[src/rtl/control_unit.sv]
`default_nettype none
// ============================================================================
// Module   : control_unit
// Purpose  : Main instruction decoder for the single-issue RISC-V core.
//            Decodes opcode bits inst[6:2] into datapath control strobes.
//            All outputs come straight from flops, one cycle after the
//            opcode is sampled.
// Ports    : clk         - rising-edge clock
//            rst         - synchronous active-high reset (loads NOP controls)
//            opcode[4:0] - instruction bits [6:2]
//            stall       - hold the current outputs, ignore opcode
//            flush       - load NOP controls (bubble); overrides stall
//            branch, mem_read, mem_to_reg, mem_write, alu_src, reg_write
//                        - datapath control strobes
//            alu_op[1:0] - ALU class (00 add, 01 branch cmp, 10 R, 11 I)
//            illegal     - opcode is not supported
// Revision : 1.0 - initial release
// ============================================================================
module control_unit (
   input  logic       clk,
   input  logic       rst,
   input  logic [4:0] opcode,
   input  logic       stall,
   input  logic       flush,
   output logic       branch,
   output logic       mem_read,
   output logic       mem_to_reg,
   output logic       mem_write,
   output logic       alu_src,
   output logic       reg_write,
   output logic [1:0] alu_op,
   output logic       illegal
);

   // Control word layout, MSB first:
   // branch, mem_read, mem_to_reg, mem_write, alu_src, reg_write, alu_op[1:0], illegal
   localparam int         C_CTRL_W  = 9;
   localparam logic [8:0] C_NOP     = 9'b000000_00_0;
   localparam logic [8:0] C_ILLEGAL = 9'b000000_00_1;

   localparam logic [4:0] C_OP_R     = 5'b01100;
   localparam logic [4:0] C_OP_LOAD  = 5'b00000;
   localparam logic [4:0] C_OP_STORE = 5'b01000;
   localparam logic [4:0] C_OP_BR    = 5'b11000;
   localparam logic [4:0] C_OP_IMM   = 5'b00100;

   logic [C_CTRL_W-1:0] dec_ctrl;
   logic [C_CTRL_W-1:0] ctrl_d;
   logic [C_CTRL_W-1:0] ctrl_q;

   // Pure opcode decode. Don't-care fields are tied to 0 so that the
   // load/store and write/store exclusions hold by construction.
   always_comb begin
      dec_ctrl = C_ILLEGAL;
      case (opcode)
         C_OP_R:     dec_ctrl = 9'b000001_10_0;
         C_OP_LOAD:  dec_ctrl = 9'b011011_00_0;
         C_OP_STORE: dec_ctrl = 9'b000110_00_0;
         C_OP_BR:    dec_ctrl = 9'b100000_01_0;
         C_OP_IMM:   dec_ctrl = 9'b000011_11_0;
         default:    dec_ctrl = C_ILLEGAL;
      endcase
   end

   // Next-state selection: flush beats stall beats normal load.
   always_comb begin
      ctrl_d = dec_ctrl;
      if (flush) begin
         ctrl_d = C_NOP;
      end else if (stall) begin
         ctrl_d = ctrl_q;
      end
   end

   always_ff @(posedge clk) begin
      if (rst) begin
         ctrl_q <= C_NOP;
      end else begin
         ctrl_q <= ctrl_d;
      end
   end

   assign branch     = ctrl_q[8];
   assign mem_read   = ctrl_q[7];
   assign mem_to_reg = ctrl_q[6];
   assign mem_write  = ctrl_q[5];
   assign alu_src    = ctrl_q[4];
   assign reg_write  = ctrl_q[3];
   assign alu_op     = ctrl_q[2:1];
   assign illegal    = ctrl_q[0];

endmodule
`default_nettype wire

[config.mk]
export PLATFORM = sky130hd
export DESIGN_NAME = control_unit
export DESIGN_NICKNAME = d
export VERILOG_FILES = /design/src/rtl/control_unit.sv
export SDC_FILE = /design/constraint.sdc
export NUM_CORES = 1
export LEC_CHECK = 0
export CAP_MARGIN = 20
export CORE_AREA = 2 2 39 41
export CTS_CLUSTER_DIAMETER = 150
export DETAILED_ROUTE_END_ITERATION = 7
export DIE_AREA = 0 0 41 43
export HOLD_SLACK_MARGIN = 0.08
export SYNTH_ARGS = -nofsm -noshare
export SYNTH_HDL_FRONTEND = slang
export SYNTH_SLANG_ARGS = --single-unit
[constraint.sdc]
create_clock -name clk -period 1.24 [get_ports clk]
set_clock_uncertainty 0.15 [all_clocks]
set_input_delay 0.124 -clock clk [delete_from_list [all_inputs] [get_ports clk]]
set_output_delay 0.124 -clock clk [all_outputs]
set_load 0.005 [all_outputs]
==> qor.yml <==
max_freq_mhz: 825.1
die-area_sq_um: 1763
postSynthAreaPerCell_sq_um: 9.568
timing.final.crit_period_ps: 1212
min_from: "flush"
drt-pass1-iter-count: 4
antenna_found_initial: 0
reg_top3: "ctrl_q x8"
holdPathEnd: "ctrl_q[8]"
antenna_cells: 0
crit_path_start_kind: "primary input"
die_h_microns: 43
area_delta_synth_final_pct: 80.77
via_per_inst: 4.610
synth_seq_cells: 8
cts_tree: "yes"
dpl.hpwl_microns: 642.4
post_cts_buffers: 0
final.setup.tns_ps: 0
critical_path_arrival_ps: 1240
yosys.area.top_type: "dfxtp_1"
finalHoldViolations: 0
synth_seq_area_share_pct: 49.23
holdPathStages: 4
synth_xor_area_share_pct: 0
syn-num-nets: 43
clkTransAtPathRegs_ps: 60
portBuffers: 17
place.gp.congestion: 0.7469
routed_wl_microns: 834
maxCapViolCount: 0
top_register: "ctrl_q"
ir_worst_vdd_uv: 400.5
boundaryPins: 18
power.leakage_nw: 0.2795
maxSlewViolCount: 0
p_total_w: 0.0005392
clock-sinks: 8
final_cell_mix: "12 x dlygate4sd2_1, 8 x buf_4, 6 x dfxtp_1, 4 x a22o_1, 4 x clkdlybuf4s50_1"
crit_type: "in2reg"
reg2reg_to: "ctrl_q[4]"
largest_reg_flops: 8
synth_top_area_share_pct: 49.23
post-route-period-util_pct: 97.73
drtIter0Drc: 6
ant_nets: 0
yosysWarnings: 0
netlist_instances: 34
cts.htree.levels: 1
maxSlewHeadroom_pct: 84.68
fin_util_pct: 42.50
synth_top_family_by_area: "simple AND/OR/NAND/NOR gates"
synth_area_leaders: "dfxtp_1 49%, a22o_1 11%, a21oi_1 4.6%"
synthMuxAreaShare_pct: 0
final_cells: 77
hold_slack_ps: 158.9
layout.nets: 72
grt_max_degree: 7
placed_cells: 74
overflow: 0
grt_pass1_vias: 343
rows: 14
avgRoutedWirePerCell_microns: 10.83
end_kind: "flip-flop"
synth_compound_area_share_pct: 20.38
cp_data_required_time_ps: 1270
drc_errors: 0
cts-buffers-inserted: 3
syn-cell-area_sq_um: 325.3
nFillCells: 145
grt_pass1_wl_microns: 1366
final_layout_size_suffix_gt1_share_pct: 26.23
reg2reg_from: "ctrl_q[4]"
synthAdderAreaFrac_pct: 0
setup_viol: 0
yosysUniqueCellTypes: 15
clock_path_buffers: 2
hold_path.class: "in2reg"
core_sq_um: 1384
grt_usage_pct: 11.56
r2r_slack_ps: 460
vias: 355
crit_fanout: 3
rsz0062_at_grt: "false"
insertion_delay_ps: 250
r2r_cells: 1
power_density_nw_per_um2: 916.9
root_buffer: "clkbuf_4"
status: "completed"
synth_simple_gate_area_share_pct: 28.08
initial_core_util_pct: 23.51
die_width_microns: 41
worstMarginPinSlew_ps: 229.0
final_common_cell: "dlygate4sd2_1"
## power by group
group | total (W) | internal (W) | leakage, nW | switching, W
clock | 0.000201 | 0.000111 | 0.0138 | 0.0000905
sequential | 0.000262 | 0.000260 | 0.0657 | 0.00000136
combinational | 0.0000762 | 0.0000465 | 0.200 | 0.0000297
total | 0.000539 | 0.000418 | 0.279 | 0.000122
## per-stage QoR
stage,area (sq um),setup WS [ps]
2_1_floorplan,325.3,55.99
3_3_place_gp,568.0,-426.1
3_5_place_dp,568.0,-430.4
4_1_cts,583.1,4.021
5_1_grt,588.1,1.783
6_report,588.1,28.09
## logic make-up after synthesis
logic type             count (synthesis)
DFF                                    8
and+or+nand+nor                       16
AOI/OAI and AO/OA                      9
buffers and inverters                  1
## critical path: stages
cell and delay, ps:
dlygate4sd2_1 250, or3_4 400, or3_1 350, a21oi_1 120
## worst max-delay path by stage
| stage | from | cells past startpoint | slack [ps] | to |
|---|---|---|---|---|
| after global routing | stall | 4 | 2 | ctrl_q[5] |
| after detailed placement | stall | 4 | -430 | ctrl_q[5] |
| after floorplan | stall | 3 | 60 | ctrl_q[5] |
| final | stall | 4 | 30 | ctrl_q[5] |
| after global placement | stall | 4 | -430 | ctrl_q[5] |
| after CTS | flush | 5 | 4 | ctrl_q[4] |
## what timing repair did
| action | 4_1_cts | 5_1_grt |
|---|---|---|
| hold buffers | 0 | 0 |
| pin swaps | 2 | 0 |
| gates resized for setup | 15 | 2 |
| setup endpoints to repair | 16 | 6 |
## area by class of cell
type | count | area [sq um] | share of cell area, %
Tap cell | 16 | 20.02 | 3.404
Sequential cell | 8 | 162.7 | 27.66
Multi-Input combinational cell | 25 | 165.2 | 28.09
Timing Repair Buffer | 25 | 217.7 | 37.02
Clock buffer | 3 | 22.52 | 3.830
## cells in the mapped netlist
cell      instances
dfxtp_1           8
a22o_1            4
a21oi_1           3
nand2_1           3
nor3_1            3
nor2_1            2
nor2b_1           2
nor3b_1           2
a32oi_1           1
buf_4             1
nand2b_1          1
o31ai_1           1
or2_2             1
or3_1             1
or3_4             1
## metal layers
| metal | track usage (%) | up-vias | wire, microns |
|---|---|---|---|
| met3 | 3.141 | 0 | 66 |
| met4 | 8.000 | 0 | 0 |
| met2 | 15.63 | 15 | 376 |
| met1 | 15.16 | 157 | 391 |
| li1 | - | 183 | - |
| met5 | 0 | - | 0 |
Power figures use the tool's default switching activity.
